===== src/rtl/game_timer_pkg.sv =====
// Shared game-control definitions: state encoding, datapath widths and the
// default 1 Hz divider used by every block that needs a game-second tick.
package game_timer_pkg;

  typedef enum logic [1:0] {
    IDLE    = 2'd0,
    RUNNING = 2'd1,
    PAUSED  = 2'd2,
    EXPIRED = 2'd3
  } game_state_t;

  localparam int DURATION_W           = 7;
  localparam int BCD_W                = 4;
  localparam int DEFAULT_TICK_DIVIDER = 25000000;

  // Split a 0..99 constant into packed {tens, ones} BCD digits.
  function automatic logic [2*BCD_W-1:0] to_bcd(input int unsigned value);
    logic [BCD_W-1:0] tens;
    logic [BCD_W-1:0] ones;
    tens = BCD_W'(value / 32'd10);
    ones = BCD_W'(value % 32'd10);
    return {tens, ones};
  endfunction

endpackage


===== src/rtl/game_timer_bcd_down_counter_2d.sv =====
// Two-digit BCD down counter. Load has priority over decrement, and the
// decrement stops at 00 so the displayed value can never wrap.
module bcd_down_counter_2d
  import game_timer_pkg::*;
(
  input  logic             clk,
  input  logic             rst,
  input  logic             load,
  input  logic             dec,
  input  logic [BCD_W-1:0] load_tens,
  input  logic [BCD_W-1:0] load_ones,
  output logic [BCD_W-1:0] tens,
  output logic [BCD_W-1:0] ones,
  output logic             zero
);

  // Digit registers: reset and load both take the load value.
  always_ff @(posedge clk) begin
    if (rst || load) begin
      tens <= load_tens;
      ones <= load_ones;
    end else if (dec && !zero) begin
      if (ones == 4'd0) begin
        ones <= 4'd9;
        tens <= tens - 4'd1;
      end else begin
        ones <= ones - 4'd1;
      end
    end else begin
      tens <= tens;
      ones <= ones;
    end
  end

  // Zero flag for the currently held value.
  always_comb begin
    zero = (tens == 4'd0) && (ones == 4'd0);
  end

endmodule


===== src/rtl/game_timer.sv =====
// Game countdown timer: divides clk down to game seconds, counts down from
// START_SECONDS, and keeps binary and BCD copies of the remaining time.
module game_timer
  import game_timer_pkg::*;
#(
  parameter int TICK_DIVIDER  = DEFAULT_TICK_DIVIDER,
  parameter int START_SECONDS = 99,
  parameter int WARN_SECONDS  = 10
) (
  input  logic                  clk,
  input  logic                  rst,
  input  logic                  start,
  input  logic                  pause_toggle,
  output logic [DURATION_W-1:0] game_duration,
  output logic [BCD_W-1:0]      digit_tens,
  output logic [BCD_W-1:0]      digit_ones,
  output logic                  tick,
  output logic                  time_up,
  output logic                  running,
  output logic                  low_time
);

  localparam int PRESC_W = (TICK_DIVIDER > 2) ? $clog2(TICK_DIVIDER) : 1;
  localparam logic [PRESC_W-1:0]    PRESC_LAST = PRESC_W'(TICK_DIVIDER - 1);
  localparam logic [DURATION_W-1:0] START_VAL  = DURATION_W'(START_SECONDS);
  localparam logic [DURATION_W-1:0] WARN_VAL   = DURATION_W'(WARN_SECONDS);
  localparam logic [2*BCD_W-1:0]    START_BCD  = to_bcd(START_SECONDS);

  if (TICK_DIVIDER < 2) begin : g_bad_divider
    $error("game_timer: TICK_DIVIDER must be at least 2");
  end
  if (START_SECONDS < 1 || START_SECONDS > 99) begin : g_bad_start
    $error("game_timer: START_SECONDS must be within 1..99");
  end

  game_state_t           state, next_state;
  logic [PRESC_W-1:0]    presc, presc_next;
  logic [DURATION_W-1:0] duration_next;
  logic                  load, dec;
  logic                  tick_next, time_up_next, low_time_next;
  logic                  bcd_zero;

  // State, prescaler and registered status outputs.
  always_ff @(posedge clk) begin
    if (rst) begin
      state         <= IDLE;
      presc         <= '0;
      game_duration <= START_VAL;
      tick          <= 1'b0;
      time_up       <= 1'b0;
      running       <= 1'b0;
      low_time      <= 1'b0;
    end else begin
      state         <= next_state;
      presc         <= presc_next;
      game_duration <= duration_next;
      tick          <= tick_next;
      time_up       <= time_up_next;
      running       <= (next_state == RUNNING);
      low_time      <= low_time_next;
    end
  end

  // Next-state logic: start beats pause_toggle, which beats the terminal count.
  always_comb begin
    next_state   = state;
    presc_next   = presc;
    load         = 1'b0;
    dec          = 1'b0;
    tick_next    = 1'b0;
    time_up_next = 1'b0;
    if (start) begin
      next_state = RUNNING;
      presc_next = '0;
      load       = 1'b1;
    end else begin
      case (state)
        RUNNING: begin
          if (pause_toggle) begin
            next_state = PAUSED;
          end else if (presc == PRESC_LAST) begin
            presc_next = '0;
            if (game_duration != 7'd0) begin
              dec       = 1'b1;
              tick_next = 1'b1;
              if (game_duration == 7'd1) begin
                time_up_next = 1'b1;
                next_state   = EXPIRED;
              end else begin
                time_up_next = 1'b0;
              end
            end else begin
              next_state = EXPIRED;
            end
          end else begin
            presc_next = presc + PRESC_W'(1);
          end
        end
        PAUSED: begin
          if (pause_toggle) begin
            next_state = RUNNING;
          end else begin
            next_state = PAUSED;
          end
        end
        IDLE:    next_state = IDLE;
        EXPIRED: next_state = EXPIRED;
        default: next_state = IDLE;
      endcase
    end
  end

  // Upcoming count, so low_time lines up with the game_duration it describes.
  always_comb begin
    if (load) begin
      duration_next = START_VAL;
    end else if (dec) begin
      duration_next = game_duration - 7'd1;
    end else begin
      duration_next = game_duration;
    end
    low_time_next = (next_state != IDLE) && (duration_next <= WARN_VAL);
  end

  bcd_down_counter_2d u_bcd (
    .clk       (clk),
    .rst       (rst),
    .load      (load),
    .dec       (dec),
    .load_tens (START_BCD[2*BCD_W-1:BCD_W]),
    .load_ones (START_BCD[BCD_W-1:0]),
    .tens      (digit_tens),
    .ones      (digit_ones),
    .zero      (bcd_zero)
  );

endmodule

===== config.mk =====
export PLATFORM = sky130hd
export DESIGN_NAME = game_timer
export DESIGN_NICKNAME = d
export VERILOG_FILES = /design/src/rtl/game_timer_pkg.sv /design/src/rtl/game_timer_bcd_down_counter_2d.sv /design/src/rtl/game_timer.sv
export SDC_FILE = /design/constraint.sdc
export NUM_CORES = 1
export LEC_CHECK = 0
export BUFFER_PORTS_ARGS = -buffer_cell sky130_fd_sc_hd__buf_2
export CORE_ASPECT_RATIO = 1.75
export CORE_MARGIN = 1.5
export CORE_UTILIZATION = 45
export DETAILED_ROUTE_END_ITERATION = 8
export PLACE_DENSITY = 0.63
export SLEW_MARGIN = 30
export SYNTH_ARGS = -nofsm -noshare
export SYNTH_HDL_FRONTEND = slang
export SYNTH_SLANG_ARGS = --single-unit
export TNS_END_PERCENT = 5

===== constraint.sdc =====
create_clock -name clk -period 4.8 [get_ports clk]
set_input_delay 0.48 -clock clk [delete_from_list [all_inputs] [get_ports clk]]
set_output_delay 0.48 -clock clk [all_outputs]
set_load 0.02 [all_outputs]

==> flow_summary.ini, run 1 <==
[outcome]
outcome = finished clean

[min_path]
hold_class = input port to flop
min_from = rst

[die]
core_area_mm2 = 0.00471
die_w_um = 55.9
start_util = 0.469
die_h_um = 95.6
placement_rows = 33
ioPinCount = 23
die_area_mm2 = 0.00535

[critical_path]
cp-startpoint = state[0]
cp.arrival_ns = 2.86
regToRegSetupSlack_ns = 2.13
cp_max_fo = 11
reg2reg_from = state[0]
cp-end-kind = flop
cp_cell_sequence = nor3b_2, nand4_1, or2_1, or3_1, xnor2_1, a2111oi_1
cp_num_buf_inv = 0
start_kind = flop
crit_path_top_delay_cell = nor3b_2
crit_family = simple AND/OR/NAND/NOR gates
cp_slowest_stage_delay_ns = 0.67
path_class = flop to flop
worstPathRequired_ns = 4.98

[clocking]
worstSkewPairLatency_ns = 0.30
numCtsBuffers = 5
cts_setup_buffers = 0
cts_tree = yes
cts_sinks = 46
cts_hold_buf = 0
clkTransAtPathRegs_ns = 0.09
cts_root_buffer = clkbuf_8
post_cts_resized = 0
h-tree-depth = 2
cts_buffer_depth = 2

[grt]
grt_max_degree = 26
gr-total-overflow = 0
grt_pass1_wl_um = 7580
grt_pass1_vias = 1670
track_usage = 0.178
antenna_found_initial = 0

[finish]
drive_above_1_share = 0.150
layout_common_cells = 46 x dfxtp_1, 45 x nor2_1, 22 x buf_2
antenna_cells = 0
syn_to_final_growth_pct = 12.5
fin_cells = 325
fin_area_mm2 = 0.00248
final_common_cell = dfxtp_1
final_nets = 281

[sta]
hold_viol = 0
fin_crit_sh = 0.557
tightest_slew_ns = 0.831
slew_viol_final = 0
clock.fmax_ghz = 0.374
grt_setup_unrepaired = false
maxSlewHeadroom = 0.445
fin_ws_ns = 2.13
fin_skew_ns = 0.0129
period_minus_slack_ns = 2.67
setup_viol = 0
fin_tns_setup_ns = 0

[synthesis]
synth.area.top_cells = dfxtp_1 42%, nor2_1 7.7%, xor2_1 6.3%
ys_ff_latch = 46
syn_nets = 259
syn_avg_cell_area_um2 = 8.83
syn_area_mm2 = 0.00221
synth_cell_types = 46
ys_seq_area_frac = 0.417
synth_top_area_cell = dfxtp_1
synth_top_area_frac = 0.417
synth_ff_type = dfxtp_1
synthCells = 250
async_reset_ff_frac = 0
yosys_warnings = 0
synth_edf_count = 0

[place]
dp_cells = 317
place_ws_ns = 1.95
dp_hpwl_um = 3220
gp_congestion = 0.828
place_area_mm2 = 0.00235
port_buffers = 22

[pwr]
p_per_area_mw_per_mm2 = 300
swShare = 0.200
switchingPower_mw = 0.149
ir_worst_vdd_uv = 308
p_int_mw = 0.597
p_leak_nw = 0.910
pwr-share-comb = 0.024
power_frac_clock = 0.461
seqPwrFrac = 0.515

[drt]
drt_iter0_markers = 86
vias = 1802
drc_errors = 0
via_per_inst = 5.54
ant_nets = 0
wl_per_cell_um = 13.6
wl_um = 4410
first_pass_iters = 4

[job]
drv_cap = 0
[registers in the layout, summed over array words and instances (netlist names)]
name / flops
u_bcd.ones: 4
time_up: 1
u_bcd.tens: 4
game_duration: 7
presc: 25
state: 2
low_time: 1
running: 1
tick: 1
[through the flow]
step	utilization	total power, mW	hold WS (ns)
after floorplan	-	0.406	0.472
after detailed placement	0.498	0.411	0.507
after global placement	0.498	0.411	0.486
after global routing	0.528	0.771	0.385
after CTS	0.528	0.757	0.364
final	0.528	0.745	0.372
[routing by layer]
| layer | wire, um | vias to the layer above | global-route usage | part of all wire |
|---|---|---|---|---|
| met2 | 2310 | 36 | 0.330 | 0.52 |
| li1 | - | 913 | - | - |
| met5 | 0 | - | 0 | 0 |
| met3 | 117 | 8 | 0.0244 | 0.027 |
| met4 | 104 | 0 | 0.0774 | 0.024 |
| met1 | 1880 | 845 | 0.201 | 0.43 |
[worst register-to-register path: stages (launching register included)]
cell and delay, ns:
dfxtp_1 0.39, nor3b_2 0.67, nand4_1 0.25, or2_1 0.31
or3_1 0.43, xnor2_1 0.14, a2111oi_1 0.38
[cell type report]
class,instances,area [um^2]
clock buffer,5,68.8
sequential,46,921
multi-input combinational,185,1200
clock inverter,3,68.8
inverter,12,45.0
fill,457,2220
tap,52,65.1
timing repair buffer,22,110
[worst paths after layout]
check | endpoint | depth (start not counted)
max | low_time | 6
min | state[0] | 2
max reg2reg | low_time | 6
min reg2reg | presc[14] | 2
[synth_stat cells (2+ instances only)]
cell      number
nand2_1       21
nor4_1         7
mux2i_1        4
and3_1         3
a21oi_1        5
xnor2_1       14
inv_1         12
nand4_1       10
nor2_1        45
nor3_1         3
o211ai_1       2
dfxtp_1       46
ha_1           5
nand3_1       10
nand4_4        2
xor2_1        16
buf_2          2
o21ai_0        4
clkbuf_1       3
and4bb_2       2
or4_1          2
and4_1         3
or3_1          5
a41oi_1        2
[power by group through the flow]
stage	logic [mW]	clock network, mW	registers (mW)
floorplan	0.0128	0	0.394
global placement	0.0181	0	0.393
detailed placement	0.0179	0	0.393
CTS	0.0180	0.355	0.384
global route	0.0202	0.366	0.384
finish	0.0176	0.344	0.384
[cells by family (layout without fill, tap and decap cells)]
| logic type | Yosys count | after routing | synth area share |
|---|---|---|---|
| AOI/OAI and AO/OA | 20 | 20 | 0.0618 |
| xor gates and xnor gates | 30 | 30 | 0.119 |
| adders and majority gates | 5 | 5 | 0.0283 |
| buffers and inverters | 19 | 42 | 0.0368 |
| DFF | 46 | 46 | 0.417 |
| muxes | 5 | 5 | 0.0232 |
| and+or+nand+nor | 125 | 125 | 0.313 |
Power figures use the tool's default switching activity.
==> inputs of run 2 (changes only) <==
- ABC_AREA: default -> 1
- PLACE_DENSITY: 0.63 -> 0.62
- clock period: 4.8 -> 2.7 ns (I/O delays scaled with it)
==> run 2 against run 1 <==
  * First-iteration DRC count is 37% higher
  * Sequential power is 78% higher
  * Total power is 56% higher
  * Design area is 12% higher
  * Core utilization is 0.32 points lower
  * Critical path type unchanged
  * Combinational power is 150% higher
  * Clock skew is 0.00093 ns higher
==> flow_summary.ini, run 2 <==
[pwr]
switchingPower_mw = 0.259
p_leak_nw = 1.23
seqPwrFrac = 0.589
ir_worst_vdd_uv = 360
p_int_mw = 0.900
swShare = 0.224
p_per_area_mw_per_mm2 = 417
power_frac_clock = 0.374
pwr-share-comb = 0.038

[synthesis]
ys_ff_latch = 46
synth_top_area_cell = dfxtp_1
ys_top_cells_by_count = 83 x nand2_1, 61 x nor2_1, 57 x inv_1
synth_edf_count = 0
syn_area_mm2 = 0.00249
synth_top_area_frac = 0.370
yosys_warnings = 0
ys_seq_area_frac = 0.370
synth.most_common_cell = nand2_1
synthCells = 378
syn_nets = 387
synth.area.top_cells = dfxtp_1 37%, nand2_1 13%, nor2_1 9.2%
synth_ff_type = dfxtp_1
syn_avg_cell_area_um2 = 6.58
async_reset_ff_frac = 0
synth_cell_types = 35

[grt]
grt_max_degree = 15
antenna_found_initial = 0
grt_pass1_vias = 2320
grt_pass1_wl_um = 10500
gr-total-overflow = 0
track_usage = 0.228

[finish]
drive_above_1_share = 0.116
final_nets = 414
final_common_cell = nand2_1
top_regs = presc: 25 flops, game_duration: 7 flops
layout_common_cells = 83 x nand2_1, 61 x nor2_1, 57 x inv_1
syn_to_final_growth_pct = 11.8
largest_register_ffs = 25
antenna_cells = 0
top_register = presc

[drt]
first_pass_iters = 4
drt_iter0_markers = 118
vias = 2454
wl_per_cell_um = 12.9
drc_errors = 0
via_per_inst = 5.11
ant_nets = 0
wl_um = 6190

[die]
placement_rows = 35
start_util = 0.469
die_w_um = 59.2
ioPinCount = 23
core_area_mm2 = 0.00530
die_h_um = 101
die_area_mm2 = 0.00600

[clocking]
clkTransAtPathRegs_ns = 0.08
worstSkewPairLatency_ns = 0.29
cts_setup_buffers = 0
cts_sinks = 46
numCtsBuffers = 5
cts_hold_buf = 0
post_cts_resized = 0
h-tree-depth = 2
cts_root_buffer = clkbuf_8
cts_tree = yes
cts_buffer_depth = 2

[min_path]
hold_class = input port to flop

[place]
gp_congestion = 0.936
place_ws_ns = 0.493
port_buffers = 22
dp_hpwl_um = 4960

[sta]
maxSlewHeadroom = 0.698
slew_viol_final = 0
hold_viol = 0
setup_viol = 0
fin_ws_ns = 0.512
fin_crit_sh = 0.810
fin_skew_ns = 0.0139
period_minus_slack_ns = 2.19
tightest_slew_ns = 0.452
grt_setup_unrepaired = false
fin_tns_setup_ns = 0
clock.fmax_ghz = 0.457

[critical_path]
worstPathRequired_ns = 2.94
start_kind = flop
cp-end-kind = flop
path_class = flop to flop
cp.arrival_ns = 2.42
cp_max_fo = 11

[job]
drv_cap = 0

[outcome]
outcome = finished clean
==> run 2: cell count changes after synthesis, moves of 5 or more <==
| cell | change |
|---|---|
| nor2_1 | +16 |
| inv_1 | +45 |
| or3_1 | -5 |
| nor4_1 | -6 |
| xor2_1 | -13 |
| nand2_1 | +62 |
| nand3_1 | +27 |
| nor3_1 | +7 |
| xnor2_1 | -14 |
| a21oi_1 | +15 |
==> run 2: stage by stage <==
step                power (mW)  hold WS [ns]  cell area (um^2)   util  instances
detailed placement       0.743         0.468              2690  0.507        472
finish                    1.16         0.208              2780  0.524        480
global placement         0.743         0.462              2690  0.507        472
CTS                       1.18         0.199              2780  0.524        480
floorplan                0.728         0.342              2490      -        378
global route              1.20         0.221              2780  0.524        480
==> run 2: critical path, cell delays in order, from the launching register on <==
cell	delay (ns)
dfxtp_1	0.43
inv_1	0.09
ha_1	0.24
inv_1	0.08
nor2_1	0.07
nand2_1	0.33
nand3_1	0.14
nor2_1	0.16
nand3_1	0.14
nand2_1	0.11
nand2_1	0.05
nor2_1	0.11
nand3_1	0.08
nor2_1	0.08
==> run 2: final cells by class <==
class / count / area (um^2)
Tap cell: 74 / 92.6
Multi-Input combinational cell: 268 / 1320
Clock buffer: 7 / 86.3
Timing Repair Buffer: 24 / 125
Sequential cell: 46 / 921
Inverter: 60 / 228
Clock inverter: 1 / 5.00
Fill cell: 568 / 2520
==> run 2: power by group through the flow <==
stage	Sequential, mW	Clock (mW)	Combinational, mW
2_1_floorplan	0.700	0	0.0277
5_1_grt	0.683	0.472	0.0500
3_3_place_gp	0.699	0	0.0447
6_report	0.683	0.433	0.0440
3_5_place_dp	0.699	0	0.0447
4_1_cts	0.683	0.451	0.0448
==> run 2: cell families (layout without fill, tap and decap cells) <==
logic type / count (synthesis) / after routing / share of synthesized area
and+or+nand+nor: 222 / 222 / 0.407
buffers and inverters: 64 / 92 / 0.0981
xor gates and xnor gates: 3 / 3 / 0.0106
muxes: 1 / 1 / 0.00403
adders and majority gates: 5 / 5 / 0.0252
AOI/OAI and AO/OA: 37 / 37 / 0.0846
DFF: 46 / 46 / 0.370
==> run 2: worst paths after layout <==
| check | slack [ns] | depth (start not counted) | start | end |
|---|---|---|---|---|
| max | 0.51 | 13 | game_duration[0] | low_time |
| min | 0.21 | 2 | rst | game_duration[3] |
| max reg2reg | 0.51 | 13 | game_duration[0] | low_time |
| min reg2reg | 0.49 | 2 | presc[13] | presc[14] |
==> run 2: metal layers <==
layer	up-vias	part of all wire	GRT usage
met2	54	0.55	0.424
li1	1263	-	-
met4	0	0.046	0.126
met1	1121	0.38	0.234
met3	16	0.025	0.0307
met5	-	0	0
==> inputs of run 3 (changes only) <==
- PLACE_DENSITY: 0.62 -> 0.65
- clock period: 2.7 -> 1.9 ns (I/O delays scaled with it)
==> run 3 against run 2 <==
  * Fmax grew 17%
  * Sequential power grew 42%
  * Die area is the same
  * Hold slack lost 0.068 ns
  * First-iteration DRC count shrank 13%
  * Core utilization grew 5.7 points
  * Critical path depth shrank 1
  * Design area grew 11%
  * Largest cell class unchanged
  * Clock power grew 110%
  * Non-clock buffer count grew 21
==> flow_summary.ini, run 3 (synthesis results as in run 2) <==
[outcome]
outcome = finished clean

[sta]
period_minus_slack_ns = 1.87
fin_skew_ns = 0.0129
fin_crit_sh = 0.983
fin_ws_ns = 0.0325
setup_viol = 0
fin_tns_setup_ns = 0
slew_viol_final = 0
tightest_slew_ns = 0.511
clock.fmax_ghz = 0.535
maxSlewHeadroom = 0.658
hold_viol = 0
holdWs_ns = 0.141
grt_setup_unrepaired = true

[place]
place_ws_ns = 0.00433
port_buffers = 22
dp_hpwl_um = 4680
gp_congestion = 0.945

[critical_path]
reg2reg_from = presc[1]
cp_max_fo = 7
cp.depth = 12
cp-startpoint = presc[1]
cp_cell_sequence = ha_4, nand2_4, inv_4, nand2_2, nor2_1, nand3_1, nor2_4, nand3_4, nor3_4, nand3_1, nand2_1, nand3_1
cp_slowest_stage_delay_ns = 0.37
worstPathRequired_ns = 2.10
crit_family = simple AND/OR/NAND/NOR gates
reg2reg_depth = 12
start_kind = flop
regToRegSetupSlack_ns = 0.03
cp.arrival_ns = 2.07
crit_path_top_delay_cell = dfxtp_2
endpoint = u_bcd.tens[3]
cp-end-kind = flop
r2r-end = u_bcd.tens[3]
cp_num_buf_inv = 1
cp_common_cell = nand3_1
path_class = flop to flop

[drt]
wl_um = 6110
first_pass_iters = 4
via_per_inst = 5.06
wl_per_cell_um = 12.2
ant_nets = 0
drt_iter0_markers = 103
vias = 2536
drc_errors = 0

[finish]
postLayoutCoreUtil = 0.582
antenna_cells = 0
top_register = presc
multi_input_area_mm2 = 0.00138
top_regs = presc: 25 flops, game_duration: 7 flops
drive_above_1_share = 0.220
largest_register_ffs = 25
seq_area_um2 = 937
fillers = 506
final_common_cell = nand2_1
layout_common_cells = 80 x nand2_1, 55 x inv_1, 53 x nor2_1
final_nets = 435
syn_to_final_growth_pct = 24.0

[pwr]
ir_worst_vdd_uv = 319
seqPwrFrac = 0.497
p_per_area_mw_per_mm2 = 631
switchingPower_mw = 0.396
p_int_mw = 1.55
power_frac_clock = 0.467
pwr-share-comb = 0.036
p_leak_nw = 1.39
swShare = 0.204

[die]
start_util = 0.469
die_h_um = 101
die_area_mm2 = 0.00600
die_w_um = 59.2
placement_rows = 35
ioPinCount = 23
core_area_mm2 = 0.00530

[clocking]
cts_root_buffer = clkbuf_8
clkTransAtPathRegs_ns = 0.10
h-tree-depth = 2
cts_buffer_depth = 2
numCtsBuffers = 5
worstSkewPairLatency_ns = 0.30
cts_sinks = 46
cts_tree = yes

[grt]
grt_pass1_wl_um = 9960
grt_pass1_vias = 2423
gr-total-overflow = 0
track_usage = 0.212
grt_max_degree = 15
antenna_found_initial = 0

[min_path]
hold_class = input port to flop

[job]
drv_cap = 0
run 3: cell types whose count changed in the layout (fill, tap and decap cells not counted), moves of 3 or more:
cell     delta
buf_4      +20
dfxtp_1     -9
dfxtp_2     +7
nand2_1     -3
nor2_1      -8
nor2_2      +7
run 3: worst min path at each step:
stage | end | depth (start not counted) | from | slack [ns]
global route | game_duration[3] | 2 | rst | 0.14
detailed placement | game_duration[4] | 2 | rst | 0.44
floorplan | game_duration[2] | 1 | rst | 0.26
CTS | state[1] | 2 | rst | 0.13
finish | game_duration[2] | 2 | rst | 0.14
global placement | game_duration[4] | 2 | rst | 0.45
run 3: layout make-up:
cell class                      instances  share of cell area
Clock inverter                          2              0.0195
Tap cell                               74              0.0300
Multi-Input combinational cell        268               0.449
Clock buffer                            6              0.0268
Timing Repair Buffer                   45              0.0958
Sequential cell                        46               0.304
Inverter                               60              0.0747
run 3: metrics by stage:
stage / power [mW] / instance area, um^2 / std cells
global route: 2.01 / 3080 / 501
floorplan: 1.03 / 2490 / 378
finish: 1.95 / 3080 / 501
CTS: 1.96 / 2960 / 495
detailed placement: 1.06 / 2810 / 487
global placement: 1.06 / 2810 / 487
run 3: what timing repair did:
item | CTS | global route
endpoints found under the hold margin | 0 | 0
gates resized for setup | 0 | 31
hold buffers | 0 | 0
endpoints found under the setup margin | 0 | 23
setup buffers | 0 | 6
run 3: power groups by stage:
stage	Clock [mW]	Combinational [mW]	Sequential, mW
finish	0.908	0.0699	0.968
global route	0.961	0.0775	0.968
CTS	0.918	0.0703	0.970
detailed placement	0	0.0699	0.993
global placement	0	0.0699	0.993
floorplan	0	0.0394	0.995
run 3: routing by layer:
| layer | share of wire | up-vias | GRT usage |
|---|---|---|---|
| met4 | 0.044 | 0 | 0.119 |
| li1 | - | 1305 | - |
| met5 | 0 | - | 0 |
| met2 | 0.54 | 58 | 0.397 |
| met3 | 0.029 | 21 | 0.0294 |
| met1 | 0.38 | 1152 | 0.211 |
